**src/rtl/imem_arb_pkg.sv**
```systemverilog
// Shared defaults, response-pipeline entry type and byte-enable helper for the
// instruction SRAM arbiter.
package imem_arb_pkg;

  localparam int AW_DEFAULT  = 12;
  localparam int DW_DEFAULT  = 32;
  localparam int NUM_REQ_MAX = 4;

  // Requester id is sized for the largest supported requester count so the
  // response entry has one fixed layout for every configuration.
  localparam int ID_W = $clog2(NUM_REQ_MAX);

  typedef struct packed {
    logic            valid;
    logic [ID_W-1:0] id;
    logic            we;
  } resp_t;

  // One byte lane of the bit write mask enables that RAM byte if any bit is set.
  function automatic logic wmask_to_be(input logic [7:0] lane_mask);
    return |lane_mask;
  endfunction

endpackage

```
**src/rtl/imem_arb_rr.sv**
```systemverilog
// Round-robin arbiter with a lock owner: one-hot grant in the request cycle,
// pointer advances past every granted requester.
module imem_arb_rr
  import imem_arb_pkg::*;
#(
  parameter int NumReq = 2,
  parameter int IdxW   = $clog2(NumReq)
) (
  input  logic              clk_i,
  input  logic              rst_i,
  input  logic [NumReq-1:0] req_i,
  input  logic [NumReq-1:0] lock_i,
  output logic [NumReq-1:0] gnt_o,
  output logic [IdxW-1:0]   gnt_idx_o,
  output logic              gnt_vld_o
);

  logic [IdxW-1:0] r_ptr;
  logic [IdxW-1:0] r_owner;
  logic            r_owner_vld;

  logic            w_owner_hold;
  logic [IdxW-1:0] w_cand;

  // Grant selection; a dropped lock is already released for this cycle's pick.
  always_comb begin
    w_owner_hold = r_owner_vld & lock_i[r_owner];
    w_cand       = '0;
    gnt_o        = '0;
    gnt_idx_o    = '0;
    gnt_vld_o    = 1'b0;
    if (rst_i) begin
      gnt_vld_o = 1'b0;
    end else if (w_owner_hold) begin
      if (req_i[r_owner]) begin
        gnt_o[r_owner] = 1'b1;
        gnt_idx_o      = r_owner;
        gnt_vld_o      = 1'b1;
      end
    end else begin
      for (int i = 0; i < NumReq; i++) begin
        w_cand = IdxW'((int'(r_ptr) + i) % NumReq);
        if (!gnt_vld_o && req_i[w_cand]) begin
          gnt_o[w_cand] = 1'b1;
          gnt_idx_o     = w_cand;
          gnt_vld_o     = 1'b1;
        end
      end
    end
  end

  // Pointer and lock-owner update.
  always_ff @(posedge clk_i) begin
    if (rst_i) begin
      r_ptr       <= '0;
      r_owner     <= '0;
      r_owner_vld <= 1'b0;
    end else begin
      if (gnt_vld_o) begin
        r_ptr <= (gnt_idx_o == IdxW'(NumReq - 1)) ? '0 : gnt_idx_o + 1'b1;
        if (lock_i[gnt_idx_o]) begin
          r_owner     <= gnt_idx_o;
          r_owner_vld <= 1'b1;
        end else begin
          r_owner_vld <= 1'b0;
        end
      end else if (!w_owner_hold) begin
        r_owner_vld <= 1'b0;
      end
    end
  end

endmodule

```
**src/rtl/imem_sram_arbiter.sv**
```systemverilog
// Shares the single-port instruction DFFRAM between requesters: drives the RAM
// from the granted requester and returns completions through a fixed-latency
// response pipeline.
module imem_sram_arbiter
  import imem_arb_pkg::*;
#(
  parameter int NumReq      = 2,
  parameter int Aw          = AW_DEFAULT,
  parameter int Dw          = DW_DEFAULT,
  parameter int ReadLatency = 1
) (
  input  logic                 clk_i,
  input  logic                 rst_i,
  input  logic [NumReq-1:0]    req_i,
  input  logic [NumReq-1:0]    we_i,
  input  logic [NumReq-1:0]    lock_i,
  input  logic [NumReq*Aw-1:0] addr_i,
  input  logic [NumReq*Dw-1:0] wdata_i,
  input  logic [NumReq*Dw-1:0] wmask_i,
  output logic [NumReq-1:0]    gnt_o,
  output logic [NumReq-1:0]    rvalid_o,
  output logic [Dw-1:0]        rdata_o,
  output logic                 ram_en_o,
  output logic [Dw/8-1:0]      ram_we_o,
  output logic [Aw-1:0]        ram_addr_o,
  output logic [Dw-1:0]        ram_wdata_o,
  input  logic [Dw-1:0]        ram_rdata_i,
  output logic                 busy_o
);

  localparam int IdxW = $clog2(NumReq);
  localparam int Bw   = Dw / 8;

  logic [NumReq-1:0] w_gnt;
  logic [IdxW-1:0]   w_gnt_idx;
  logic              w_gnt_vld;
  logic              w_we;
  logic [Dw-1:0]     w_wmask;
  logic [Bw-1:0]     w_be;
  logic              w_pipe_busy;
  resp_t             w_ret;
  resp_t             r_pipe [ReadLatency];

  imem_arb_rr #(
    .NumReq (NumReq),
    .IdxW   (IdxW)
  ) u_rr (
    .clk_i     (clk_i),
    .rst_i     (rst_i),
    .req_i     (req_i),
    .lock_i    (lock_i),
    .gnt_o     (w_gnt),
    .gnt_idx_o (w_gnt_idx),
    .gnt_vld_o (w_gnt_vld)
  );

  // One-hot mux of the granted requester onto the RAM; zeros when idle.
  always_comb begin
    w_we        = 1'b0;
    w_wmask     = '0;
    ram_addr_o  = '0;
    ram_wdata_o = '0;
    for (int k = 0; k < NumReq; k++) begin
      if (w_gnt[k]) begin
        w_we        = we_i[k];
        w_wmask     = wmask_i[k*Dw +: Dw];
        ram_addr_o  = addr_i[k*Aw +: Aw];
        ram_wdata_o = wdata_i[k*Dw +: Dw];
      end
    end
  end

  for (genvar b = 0; b < Bw; b++) begin : g_be
    assign w_be[b] = wmask_to_be(w_wmask[b*8 +: 8]);
  end

  assign gnt_o    = w_gnt;
  assign ram_en_o = w_gnt_vld;
  assign ram_we_o = w_we ? w_be : '0;

  // Response pipeline: one entry per grant, shifted every cycle.
  always_ff @(posedge clk_i) begin
    if (rst_i) begin
      for (int s = 0; s < ReadLatency; s++) begin
        r_pipe[s] <= '0;
      end
    end else begin
      r_pipe[0] <= {w_gnt_vld, ID_W'(w_gnt_idx), w_we};
      for (int s = 1; s < ReadLatency; s++) begin
        r_pipe[s] <= r_pipe[s-1];
      end
    end
  end

  // Returning entry is masked while reset is held so in-flight work never completes.
  assign w_ret = rst_i ? '0 : r_pipe[ReadLatency-1];

  // Completion strobe decode and pipeline occupancy.
  always_comb begin
    rvalid_o    = '0;
    w_pipe_busy = 1'b0;
    for (int k = 0; k < NumReq; k++) begin
      rvalid_o[k] = w_ret.valid & (w_ret.id == ID_W'(k));
    end
    for (int s = 0; s < ReadLatency; s++) begin
      w_pipe_busy = w_pipe_busy | r_pipe[s].valid;
    end
  end

  assign rdata_o = (w_ret.valid & ~w_ret.we) ? ram_rdata_i : '0;
  assign busy_o  = ~rst_i & (w_pipe_busy | ram_en_o);

endmodule

```
**config.mk**
```make
export PLATFORM = sky130hd
export DESIGN_NAME = imem_sram_arbiter
export DESIGN_NICKNAME = d
export VERILOG_FILES = /design/src/rtl/imem_arb_pkg.sv /design/src/rtl/imem_arb_rr.sv /design/src/rtl/imem_sram_arbiter.sv
export SDC_FILE = /design/constraint.sdc
export NUM_CORES = 1
export LEC_CHECK = 0
export BUFFER_PORTS_ARGS = -buffer_cell sky130_fd_sc_hd__buf_2
export CORE_AREA = 2 2 107 109
export DETAILED_ROUTE_END_ITERATION = 8
export DIE_AREA = 0 0 109 111
export GPL_ROUTABILITY_DRIVEN = 0
export SLEW_MARGIN = 20
export SYNTH_ARGS = -nofsm -noshare
export SYNTH_HDL_FRONTEND = slang
export SYNTH_SLANG_ARGS = --single-unit
```
**constraint.sdc**
```tcl
create_clock -name clk_i -period 2.1 [get_ports clk_i]
set_input_delay 0.315 -clock clk_i [delete_from_list [all_inputs] [get_ports clk_i]]
set_output_delay 0.315 -clock clk_i [all_outputs]
set_load 0.01 [all_outputs]
```
; Word level (Yosys, flattened, before mapping)
; Memories as Yosys holds them, arrays and structs flattened.
; Cells that the tools add are included.
[totals]
ff_bits = 3
word_cells = 91
in_bits = 192
memories = 1
mem_bits_rw = 3
[classes]
bitwise_logic = 9
n_addsub = 2
n_eq_ne = 2
n_reduce_logical = 12
order_cmp = 7
mux = 55
[mem_list]
columns = memory, depth, width, rd, rd_ports_with_merged_regs, write_ports, line_no
row1 = r_pipe, 1, 3, 1, 0, 1, imem_sram_arbiter.sv:42  ; resp_t r_pipe [ReadLatency];
[op_table]
columns = op, count
row1 = $mux W32, 5
row2 = $mux W1, 35
row3 = $reduce_or A8 Y1, 4
row4 = $mux W12, 2
row5 = $mux W2, 7
row6 = $lt A1 B2 Y1 const B, 4
row7 = $mux W4, 2
row8 = $and A1 B1 Y1, 5
row9 = $logic_and A1 B1 Y1, 4
row10 = $demux W1 S1, 3
row11 = $ge A1 B1 Y1 const B, 3
row12 = $mux W3, 1
row13 = $reduce_or A3 Y1, 1
row14 = $add A1 B1 Y1 const B, 2
row15 = $eq A2 B1 Y1 const B, 1
row16 = $logic_not A2 Y1, 1
row17 = $ne A2 B2 Y1 const B, 1
row18 = $not A1 Y1, 2
row19 = $or A2 B2 Y2, 1
row20 = $reduce_and A2 Y1, 1
row21 = $logic_not A1 Y1, 1
row22 = $or A1 B1 Y1, 1

; Depth between registers and ports, before layout
[depth]
word_depth = 15
depth_mapped = 6
ltp_nobuf = 4

; Hierarchy
; A second synthesis with hierarchy kept.
[unflattened]
cells_unflattened = 167
hier_area_um2 = 1258.7
[by_module_without_submodules]
columns = module, area_each_um2, cells_per_inst, seq_area_each_um2, instances
row1 = imem_sram_arbiter, 1008.5, 137, 60.1, 1
row2 = imem_arb_rr, 250.2, 30, 60.1, 1

; Least setup slack after synthesis
; OpenSTA, ideal clock, no wires.
[synth_path]
path_type = input-to-output
startpoint = in rst_i
endpoint = out ram_addr_o[0]
n_path_buf = 2
stages = 6
t_arrival_ps = 1453
t_required_ps = 1785
slack_ps = 332
cell_sequence = buf_2 -> inv_1 -> nand2_1 -> a311oi_4 -> buf_4 -> a22o_1
[synth_via]
elab_chain_cells = 3
[synth_lines]
columns = element, line_no
row1 = "start, declared", imem_sram_arbiter.sv:13  ; input logic rst_i,
row2 = $mux W2 (*), imem_arb_rr.sv:32  ; if (rst_i) begin
row3 = $mux W12, imem_sram_arbiter.sv:64  ; if (w_gnt[k]) begin
row4 = $mux W12 (*), imem_sram_arbiter.sv:64
row5 = "end, declared", imem_sram_arbiter.sv:25  ; output logic [Aw-1:0] ram_addr_o,
; Every way passes the cells marked *; elsewhere a longest branch is shown, timed or not.

; Worst setup path after layout
[layout_path]
startpoint = reg u_rr.r_owner_vld
endpoint = out ram_wdata_o[12]
[layout_via]
elab_chain_cells = 5
[layout_lines]
columns = element, line_no
row1 = "start, declared", imem_arb_rr.sv:20  ; logic r_owner_vld;
row2 = "start signal, assigned", imem_arb_rr.sv:57  ; r_owner_vld <= 1'b0;
row3 = "start signal, assigned", imem_arb_rr.sv:63  ; r_owner_vld <= 1'b1;
row4 = "start signal, assigned", imem_arb_rr.sv:65  ; r_owner_vld <= 1'b0;
row5 = $and A1 B1 Y1 (*), imem_arb_rr.sv:27  ; w_owner_hold = r_owner_vld & lock_i[r_owner];
row6 = $mux W2 (*), imem_arb_rr.sv:34  ; end else if (w_owner_hold) begin
row7 = $mux W2 (*), imem_arb_rr.sv:32
row8 = $mux W32, imem_sram_arbiter.sv:64
row9 = $mux W32 (*), imem_sram_arbiter.sv:64
row10 = "end, declared", imem_sram_arbiter.sv:26  ; output logic [Dw-1:0] ram_wdata_o,
; Marks and branches as above.

==> results.cfg <==
[worst_setup_path]
reg2reg_to = u_rr.r_owner
worstPathCellList = and3_4 > a311oi_4 > buf_6 > clkbuf_16 > a22o_1 > buf_2
regToRegSetupSlack_ns = 0.61
cpPeakStageDelay_ns = 0.35
start_kind = flip-flop
reg2reg_depth = 7
rr_startpoint = u_rr.r_ptr
crit_path_top_delay_cell = dfxtp_4
crit_fanout = 11
arrival_ns = 1.72
endpoint_kind = output pin
critPathKind = flip-flop to output pin
required_ns = 1.78

[global_routing]
grt_pass1_wl_um = 11000
grt_use_total_pct = 11.8
grt_max_degree = 46
grt_remaining_overflow = 0
antenna_found_initial = 4
grt_pass1_vias = 2143

[timing]
slew_headroom_pct = 75.6
rsz0062_at_grt = false
slew_viol_final = 0
hold_viol = 0
setup_viol = 0
skew_ns = 0.00476
setup_tns_ns = 0
fin_crit_sh_pct = 96.7
period_needed_ns = 2.03
tightest_slew_ns = 0.363
max_freq_mhz = 492

[routing]
first_pass_iters = 4
vias = 2513
final_antenna_net_count = 0
wl_per_cell_um = 14.3
drc = 0
wirelength_um = 8590
viasPerCell = 4.18
drt-initial-drc-count = 106

[floorplan]
core_area_mm2 = 0.0111
dieWidth_um = 109
die_area_mm2 = 0.0121
dieHeight_um = 111
initial_core_util_pct = 11.5
rows = 39
io_pins = 278

[final_layout]
multi_input_area_mm2 = 0.00105
fin_nets = 649
final_cell_mix = buf_2 (277), a22o_1 (44), and2_1 (32)
drive_gt1_share_pct = 67.7
register_area_um2 = 125
finalNonFillerCells = 601
mostFrequentLayoutCell = buf_2
syn_to_final_growth_pct = 141
fill_cells = 1218

[placement]
dp_hpwl_um = 6930
place_inst = 588
io_buffers = 277

[hold_path]
worstHoldPathType = input pin to flip-flop
whs_path_depth = 2
worstHoldStart = rst_i
holdPathEnd = u_rr.r_ptr

[pwr]
power.density_mw_per_mm2 = 332
p_leak_nw = 1.80
peakVddDrop_uv = 251
power_mw = 1.02

[clocking]
insertion_delay_ns = 0.23
htreeDepth = 1
clk_pin_slew_ns = 0.04
cts_sinks = 6
clk_path_buf_depth = 2
cts-hold-fix-buffers = 0
cts_tree = built
cts-root-buf = clkbuf_16
numCtsBuffers = 3

[synth]
ys_ff_latch = 6
syn-num-nets = 363
avgSynthCellArea_um2 = 7.46
syn_inst = 171
synth_area_mm2 = 0.00127
yosysWarningCount = 0
ys_seq_area_share_pct = 9.42
synth_cell_type_count = 34

[status]
outcome = completed

[job]
drv_cap = 0
[state kept, by name (all words and copies together), names as in the netlist]
name              count
r_pipe                3
u_rr.r_owner_vld      1
u_rr.r_owner          1
u_rr.r_ptr            1
[through the flow]
step           setup WS, ns  hold WS (ns)  utilization (%)  instance area, um^2
2_1_floorplan         0.332         0.455                -                 1270
3_3_place_gp         0.0674         0.618             25.6                 2840
3_5_place_dp         0.0959         0.614             25.6                 2840
4_1_cts            -0.00323         0.384             26.7                 2960
5_1_grt             0.00162         0.397             27.7                 3070
6_report             0.0691         0.379             27.7                 3070
[worst max-delay path: cells and delay by family, from the launching register on]
kind	cells	cell delay (ns)
AOI/OAI and AO/OA	2	0.48
buffers and inverters	3	0.46
DFF	1	0.35
and+or+nand+nor	1	0.18
[report_power, final]
| part | switching (mW) | leakage (nW) | internal, mW | total (mW) |
|---|---|---|---|---|
| sequential | 0.00713 | 0.0507 | 0.123 | 0.130 |
| clock | 0.0639 | 0.0370 | 0.244 | 0.308 |
| combinational | 0.262 | 1.72 | 0.318 | 0.581 |
| total | 0.334 | 1.80 | 0.686 | 1.02 |
[logic make-up (layout without fill, tap and decap cells)]
| group | after synthesis | after routing | synth area share [%] |
|---|---|---|---|
| AND/OR/NAND/NOR | 80 | 80 | 36.9 |
| other | 0 | 3 | 0 |
| AO/OA/AOI/OAI | 67 | 67 | 44.3 |
| flip-flops | 6 | 6 | 9.42 |
| buffers and inverters | 18 | 302 | 9.42 |
[synthesized netlist by cell type (all sizes together)]
library cell  number  area (um^2)
and2              32          200
a22o              44          385
a41oi              1         8.76
buf               10         90.1
a21o               1         7.51
nor2               8         37.5
nor4              16          100
a211oi             2         20.0
a31oi              1         6.26
o221a              1         11.3
o221ai             1         8.76
nand2b             1         6.26
o21ai              6         30.0
clkbuf             3         11.3
nor4bb             1         10.0
o211ai             1         7.51
nor2b              1         6.26
nand3b             2         27.5
and3               2         12.5
dfxtp              6          120
nand3              5         25.0
a211o              1         10.0
nand2             12         45.0
inv                5         18.8
a311oi             2         35.0
a21oi              6         33.8
[area by class of cell]
class                      instances  share of cell area (%)
antenna                            3                   0.244
tap                              143                    5.82
inverter                           5                   0.611
clock buffer                       3                    2.44
multi-input combinational        147                    34.3
sequential                         6                    4.07
timing repair buffer             294                    52.5
[metal layers]
metal	track usage, %	vias to the layer above	share of wire, %
met3	2.47	8	10
met5	0	-	0
li1	-	1242	-
met1	13.1	1097	37
met4	2.91	0	2.0
met2	22.1	166	50
[worst max path at each step]
stage | start | end | slack (ns) | cells after the start
global placement | req_i[0] | ram_wdata_o[31] | 0.07 | 7
detailed placement | req_i[0] | ram_wdata_o[31] | 0.1 | 7
CTS | u_rr.r_owner_vld | ram_wdata_o[31] | -0.003 | 6
global route | u_rr.r_owner_vld | ram_addr_o[8] | 0.002 | 7
finish | u_rr.r_owner_vld | ram_wdata_o[12] | 0.07 | 6
floorplan | rst_i | ram_addr_o[0] | 0.33 | 6
[timing repair]
action	4_1_cts	5_1_grt
endpoints found under the setup margin	48	29
gates resized for setup	3	5
buffers inserted	1	2
cloned	1	3
pin swaps	1	3
Note: power is estimated with default switching activity, not from simulation.
